## config.mk

```make
export PLATFORM = sky130hd
export DESIGN_NAME = uart_cmd_slave
export DESIGN_NICKNAME = d
export VERILOG_FILES = /design/src/rtl/uart_cmd_slave.sv
export SDC_FILE = /design/constraint.sdc
export NUM_CORES = 1
export LEC_CHECK = 0
export ABC_CLOCK_PERIOD_IN_PS = 7800
export BUFFER_PORTS_ARGS = -buffer_cell sky130_fd_sc_hd__buf_2
export CORE_MARGIN = 8
export CORE_UTILIZATION = 40
export DETAILED_ROUTE_END_ITERATION = 8
export MAX_ROUTING_LAYER = met4
export PLACE_DENSITY = 0.63
export SYNTH_ARGS = -nofsm -noshare
export SYNTH_HDL_FRONTEND = slang
export SYNTH_SLANG_ARGS = --single-unit
```

## constraint.sdc

```tcl
create_clock -name clk -period 7.8 [get_ports clk]
set_clock_uncertainty 0.2 [all_clocks]
set_input_delay 1.17 -clock clk [delete_from_list [all_inputs] [get_ports clk]]
set_output_delay 1.17 -clock clk [all_outputs]
set_load 0.05 [all_outputs]
```

## src/rtl/uart_cmd_slave.sv

```systemverilog
// UART command responder: decodes write/read command frames on rx, drives a register port, replies on tx.
// Optional feature macro UART_SLV_ERRCNT_EN adds a saturating error counter, readable at address 0x7F.
module uart_cmd_slave #(
    parameter int BR           = 434,
    parameter int ADDR_WIDTH   = 7,
    parameter int TURN_BITS    = 2,
    parameter int TIMEOUT_BITS = 16
) (
    input  logic                  clk,
    input  logic                  rst_n,
    input  logic                  rx,
    output logic                  tx,
    output logic [ADDR_WIDTH-1:0] reg_addr,
    output logic                  reg_wr_en,
    output logic [7:0]            reg_wdata,
    output logic                  reg_rd_en,
    input  logic [7:0]            reg_rdata,
    output logic                  busy,
    output logic                  err_parity,
`ifdef UART_SLV_ERRCNT_EN
    output logic [7:0]            err_cnt,
`endif
    output logic                  err_frame
);

    localparam int CW        = (BR > 1) ? $clog2(BR) : 1;
    localparam int TURN_CLKS = TURN_BITS * BR;
    localparam int TO_CLKS   = TIMEOUT_BITS * BR;
    localparam int TMAX      = (TO_CLKS > TURN_CLKS) ? TO_CLKS : TURN_CLKS;
    localparam int TW        = $clog2(TMAX + 1);

    localparam logic [CW-1:0] CNT_LAST  = CW'(BR - 1);
    localparam logic [CW-1:0] CNT_MID   = CW'(BR / 2);
    // Turnaround ends 3 clocks early: DECODE, REG_READ and the tx register edge fill the gap.
    localparam logic [TW-1:0] TURN_LAST = TW'(TURN_CLKS - 3);
    localparam logic [TW-1:0] TO_LAST   = TW'(TO_CLKS - 1);
    localparam logic [TW-1:0] TCNT_MAX  = TW'(TMAX);

    typedef enum logic [3:0] {
        IDLE, RX_START, RX_DATA, RX_PARITY, RX_STOP, DECODE, WAIT_DATA,
        REG_WRITE, REG_READ, TURNAROUND, TX_START, TX_DATA, TX_PARITY, TX_STOP
    } state_t;

    state_t          state;
    logic            rx_meta, rx_sync, rx_prev;
    logic [CW-1:0]   cnt;
    logic [3:0]      bit_idx;
    logic [TW-1:0]   tcnt;
    logic [7:0]      rx_shift;
    logic            rx_par, rx_stop;
    logic            byte_idx;
    logic [7:0]      tx_shift;
    logic            tx_par;
    logic [7:0]      tx_load;
    logic            errcnt_hit;

    wire             fall     = rx_prev & ~rx_sync;
    wire             cnt_wrap = (cnt == CNT_LAST);
    wire             cnt_mid  = (cnt == CNT_MID);
    wire [CW-1:0]    cnt_inc  = cnt_wrap ? '0 : cnt + CW'(1);
    wire [TW-1:0]    tcnt_inc = (tcnt == TCNT_MAX) ? tcnt : tcnt + TW'(1);
    wire             par_bad  = (^rx_shift) ^ rx_par;

    assign busy = (state != IDLE);

`ifdef UART_SLV_ERRCNT_EN
    logic rd_errcnt;
    assign errcnt_hit = (rx_shift[6:0] == 7'h7F);
    assign tx_load    = rd_errcnt ? err_cnt : reg_rdata;

    always_ff @(posedge clk or negedge rst_n) begin
        if (!rst_n) begin
            err_cnt   <= 8'h00;
            rd_errcnt <= 1'b0;
        end else begin
            if (state == DECODE)
                rd_errcnt <= errcnt_hit;
            if ((err_parity || err_frame) && err_cnt != 8'hFF)
                err_cnt <= err_cnt + 8'h01;
        end
    end
`else
    assign errcnt_hit = 1'b0;
    assign tx_load    = reg_rdata;
`endif

    always_ff @(posedge clk or negedge rst_n) begin
        if (!rst_n) begin
            rx_meta <= 1'b1;
            rx_sync <= 1'b1;
            rx_prev <= 1'b1;
        end else begin
            rx_meta <= rx;
            rx_sync <= rx_meta;
            rx_prev <= rx_sync;
        end
    end

    always_ff @(posedge clk or negedge rst_n) begin
        if (!rst_n) begin
            state      <= IDLE;
            tx         <= 1'b1;
            reg_addr   <= '0;
            reg_wdata  <= 8'h00;
            reg_wr_en  <= 1'b0;
            reg_rd_en  <= 1'b0;
            err_parity <= 1'b0;
            err_frame  <= 1'b0;
            cnt        <= '0;
            bit_idx    <= 4'd0;
            tcnt       <= '0;
            rx_shift   <= 8'h00;
            rx_par     <= 1'b0;
            rx_stop    <= 1'b1;
            byte_idx   <= 1'b0;
            tx_shift   <= 8'h00;
            tx_par     <= 1'b0;
        end else begin
            reg_wr_en  <= 1'b0;
            reg_rd_en  <= 1'b0;
            err_parity <= 1'b0;
            err_frame  <= 1'b0;
            case (state)
                IDLE: begin
                    if (fall) begin
                        cnt   <= CW'(1);
                        state <= RX_START;
                    end
                end
                WAIT_DATA: begin
                    if (fall) begin
                        cnt   <= CW'(1);
                        state <= RX_START;
                    end else if (tcnt == TO_LAST) begin
                        err_frame <= 1'b1;
                        byte_idx  <= 1'b0;
                        state     <= IDLE;
                    end else begin
                        tcnt <= tcnt_inc;
                    end
                end
                RX_START: begin
                    cnt <= cnt_inc;
                    if (cnt_mid) begin
                        bit_idx <= 4'd0;
                        state   <= rx_sync ? (byte_idx ? WAIT_DATA : IDLE) : RX_DATA;
                    end
                end
                RX_DATA: begin
                    cnt <= cnt_inc;
                    if (cnt_mid) begin
                        rx_shift <= {rx_sync, rx_shift[7:1]};
                        bit_idx  <= bit_idx + 4'd1;
                        if (bit_idx == 4'd7)
                            state <= RX_PARITY;
                    end
                end
                RX_PARITY: begin
                    cnt <= cnt_inc;
                    if (cnt_mid) begin
                        rx_par <= rx_sync;
                        state  <= RX_STOP;
                    end
                end
                RX_STOP: begin
                    cnt <= cnt_inc;
                    if (cnt_mid) begin
                        rx_stop <= rx_sync;
                        state   <= DECODE;
                    end
                end
                DECODE: begin
                    if (par_bad || !rx_stop) begin
                        err_parity <= par_bad;
                        err_frame  <= ~rx_stop;
                        byte_idx   <= 1'b0;
                        state      <= IDLE;
                    end else if (byte_idx) begin
                        reg_wdata <= rx_shift;
                        reg_wr_en <= 1'b1;
                        byte_idx  <= 1'b0;
                        state     <= REG_WRITE;
                    end else if (rx_shift[7]) begin
                        reg_addr <= rx_shift[ADDR_WIDTH-1:0];
                        byte_idx <= 1'b1;
                        tcnt     <= '0;
                        state    <= WAIT_DATA;
                    end else begin
                        reg_addr  <= rx_shift[ADDR_WIDTH-1:0];
                        reg_rd_en <= ~errcnt_hit;
                        state     <= REG_READ;
                    end
                end
                REG_WRITE: state <= IDLE;
                REG_READ: begin
                    tcnt  <= '0;
                    state <= TURNAROUND;
                end
                TURNAROUND: begin
                    // Register block presents read data one cycle after the strobe.
                    if (tcnt == '0) begin
                        tx_shift <= tx_load;
                        tx_par   <= ^tx_load;
                    end
                    if (tcnt == TURN_LAST) begin
                        tx    <= 1'b0;
                        cnt   <= '0;
                        state <= TX_START;
                    end else begin
                        tcnt <= tcnt_inc;
                    end
                end
                TX_START: begin
                    cnt <= cnt_inc;
                    if (cnt_wrap) begin
                        tx       <= tx_shift[0];
                        tx_shift <= {1'b0, tx_shift[7:1]};
                        bit_idx  <= 4'd0;
                        state    <= TX_DATA;
                    end
                end
                TX_DATA: begin
                    cnt <= cnt_inc;
                    if (cnt_wrap) begin
                        if (bit_idx == 4'd7) begin
                            tx    <= tx_par;
                            state <= TX_PARITY;
                        end else begin
                            tx       <= tx_shift[0];
                            tx_shift <= {1'b0, tx_shift[7:1]};
                            bit_idx  <= bit_idx + 4'd1;
                        end
                    end
                end
                TX_PARITY: begin
                    cnt <= cnt_inc;
                    if (cnt_wrap) begin
                        tx    <= 1'b1;
                        state <= TX_STOP;
                    end
                end
                TX_STOP: begin
                    cnt <= cnt_inc;
                    if (cnt_wrap)
                        state <= IDLE;
                end
                default: state <= IDLE;
            endcase
        end
    end

endmodule

```

==> summary.txt <==
Synthesis
  – Flops & latches, synth: 73
  – Number of different library cells in the post-synthesis netlist: 63
  – Post-synthesis instance area: ~4000 um2
  – Number of standard cells after synthesis: roughly 400
  – Total nets after synthesis: between 400 and 500
  – Post-synth EDFFs: 0
  – Synthesized area per cell: around 10 um2
  – Sequential share of the synthesized area: 0.4481
  – Synth Warn #: 0
  – Fraction of registers with async set/reset: 1.000
  – Commonest register cell after synthesis: dfrtp_1

Global route
  – Number of antenna violations at the first check in global routing: 0
  – Global-route usage over all layers: 0.1391
  – Pin count of the biggest net entering global routing: 74
  – Global route total overflow: 0
  – Vias in the first global route: 3046
  – Global-route wire length before repair: around 15000 um

Place
  – GP Congestion: 0.8211
  – Detailed placer's ending HPWL: ~6000 um
  – IO Port Bufs: 31

Cells and area
  – Number of fillers in the final layout: 938
  – Area taken by multi-input logic gates: ~2100 um2
  – Flip-flop and latch area: approximately 1800 um2
  – Layout overhead on the synthesized area: 10.46%
  – Share of post-route cells with drive strength above 1: 0.2319
  – Fin nets: approximately 440
  – Ant. Diodes: 0
  – Post-layout utilization of the core: 0.4456

Floorplanning
  – Die span in y: 117.1 um
  – Area of the die: about 14000 um2
  – Num ports: 32
  – Placeable core area: approximately 10000 um2
  – Horizontal extent of the die: around 120 um
  – Initial Util: 0.4034
  – Row cnt: 37

Drt
  – Routed Wire Length: roughly 8600 um
  – Via density: roughly 5.5
  – Initial detailed-routing violation count: 160
  – Number of vias after detailed routing: roughly 3100
  – Number of search-and-repair iterations in the first detailed-routing pass: 6
  – Post-route DRC violation count: 0
  – Wire length per cell after detailed routing: roughly 15 um
  – Number of routed nets with antenna violations: 0

Timing
  – Final setup violating endpoints: 0
  – Final Hold Violating Endpoints: 0
  – Worst hold-check slack: ~0.17 ns
  – Unrepaired setup endpoints after global routing: false
  – Final number of max-transition violations: 0
  – Slew at the pin closest to its max-slew limit: 0.8976 ns
  – Final cycle utilization of the critical path: 0.4100
  – Max frequency: 312.7 MHz
  – Max-Slew Margin vs Limit: 0.4016
  – Post-layout minimum cycle time: between 3 and 4 ns
  – TNS Setup: 0 ns

CTS
  – CTS buffer count: 9
  – Number of sinks on the clock net: 73
  – Hold buffer count at cts: 0
  – H-Tree Level Count: 3
  – Post-CTS Setup Bufs: 0
  – Resized cells post-CTS: 0
  – Clock-pin slew of the registers on the worst-case setup and hold paths: around 0.08 ns
  – Clock Root Buffer: clkbuf_8
  – Bufs on Longest Clock Path: 2
  – Later-pin clock latency in the skew report: about 0.36 ns
  – Clock tree from TritonCTS: done

Setup path
  – Cell with the biggest individual delay on the critical path: dfrtp_1
  – Number of cells on the worst reg-to-reg path: 6
  – Max incr delay on CP: 0.86 ns
  – Critical R2R Launch: state[2]
  – Kind of cell adding the most delay to the critical path: flip-flops
  – Critical Path Start Type: flip-flop
  – Critical R2R Capture: tcnt[11]
  – Setup CP Type: reg2out
  – Critical path arrival: between 1.5 and 2 ns
  – Data required time of the critical path: 6.43 ns
  – Crit path buffers/inverters: 1
  – Maximum fanout along the worst path: 28
  – Reg-to-reg slack, setup: 4.85 ns
  – Critical Path End Type: output port
  – Cell-by-cell listing of the critical path: nor2_1 > nand2_1 > buf_2

Worst hold path
  – Terminating pin of the worst hold path: rx_sync
  – Worst min-delay path class: reg2reg
  – Worst Hold Path Cells: 0
  – Hold path start: rx_meta

Job
  – Max-capacitance violation count: 0

Pwr
  – Cell leakage power: ~2.1 nW
  – Worst vdd ir: about 100 uV
  – Power density over the cells: 230.8 nW/um2

Run status
  – Result of the run: finished clean
## sequential cells by signal, indices dropped and copies added (netlist names)
register    count
cnt             9
err_parity      1
reg_rd_en       1
rx_sync         1
err_frame       1
tx_shift        8
tcnt           13
state           4
rx_shift        8
reg_wdata       8
tx_par          1
rx_par          1
tx              1
reg_wr_en       1
rx_stop         1
reg_addr        7
bit_idx         4
rx_meta         1
rx_prev         1
byte_idx        1
## cell families (layout without fill, tap and decap cells)
logic type               Yosys count  after routing  synth area share
AND/OR/NAND/NOR                  146            146            0.2089
adder cells (fa/ha/maj)            6              6           0.01835
XOR/XNOR                          16             16           0.04129
multiplexers                      45             45            0.1227
AO/OA/AOI/OAI                     83             83            0.1297
buffers and inverters             28             58           0.03089
flip-flops                        73             73            0.4481
## layout by cell type (no fill, tap or decap), types with 10 or more instances in the layout
cell	netlist	routed
dfrtp_1	68	68
and3_1	10	10
xnor2_1	10	10
mux2_2	40	40
nand2_1	25	25
nor2_1	21	21
buf_2	5	30
a21oi_1	17	17
inv_1	11	11
o21ai_0	28	28
nand3_1	29	29
## power by group
part	switching [mW]	internal, mW
combinational	0.173	0.116
clock	0.161	0.121
sequential	0.0666	0.404
total	0.401	0.641
## how the worst max path moves through the flow
stage / startpoint / endpoint / cells after the start
after global placement: state[2] / reg_addr[1] / 4
after CTS: state[2] / busy / 3
after detailed placement: state[2] / tcnt[11] / 6
final: state[2] / busy / 3
after floorplan: state[3] / busy / 4
after global routing: state[2] / busy / 3
## Yosys cell counts, drive strengths merged, types with 2 or more instances
library cell	count	share of area
a21o	2	0.0037
a21oi	17	0.021
a22o	3	0.0064
a31oi	4	0.0061
and2	4	0.0061
and2b	2	0.0037
and3	10	0.015
and4b	3	0.0073
buf	8	0.013
clkbuf	9	0.0083
dfrtp	68	0.42
dfstp	5	0.032
ha	6	0.018
inv	11	0.010
mux2	41	0.11
mux2i	4	0.0098
nand2	25	0.023
nand2b	6	0.0092
nand3	29	0.035
nand3b	3	0.0055
nand4	7	0.011
nand4b	2	0.0043
nand4bb	3	0.0083
nor2	21	0.019
nor2b	9	0.014
nor3	4	0.0061
nor4	2	0.010
nor4bb	2	0.0049
o211ai	3	0.0055
o21ai	29	0.036
o22ai	3	0.0046
o2bb2ai	2	0.0043
o311ai	5	0.011
o31ai	4	0.0073
o41ai	3	0.0064
or2	3	0.0046
or3	4	0.0061
or4	2	0.0046
xnor2	10	0.021
xor2	4	0.0086
## metal layers
metal	track usage	vias up	part of all wire
li1	-	1519	-
met1	0.1741	1517	0.46
met2	0.2191	63	0.48
met3	0.02976	10	0.046
met4	0.04778	0	0.013
met5	-	-	0
## area by class of cell
class,instances,share of cell area
clock buffer,9,0.02742
timing repair buffer,31,0.03489
tap,136,0.03766
inverter,11,0.009139
multi-input combinational,296,0.4716
clock inverter,7,0.01357
sequential,73,0.4057
## per-stage QoR
| step | instances | cell area [um2] | power, mW | setup slack (ns) |
|---|---|---|---|---|
| finish | 563 | 4518 | 1.043 | 4.602 |
| global route | 563 | 4518 | 1.111 | 4.463 |
| CTS | 563 | 4518 | 1.054 | 4.590 |
| detailed placement | 547 | 4333 | 0.7652 | 4.863 |
| global placement | 547 | 4333 | 0.7559 | 4.965 |
| floorplan | 397 | 4090 | 0.7031 | 5.225 |
(Power assumes the default switching activity.)
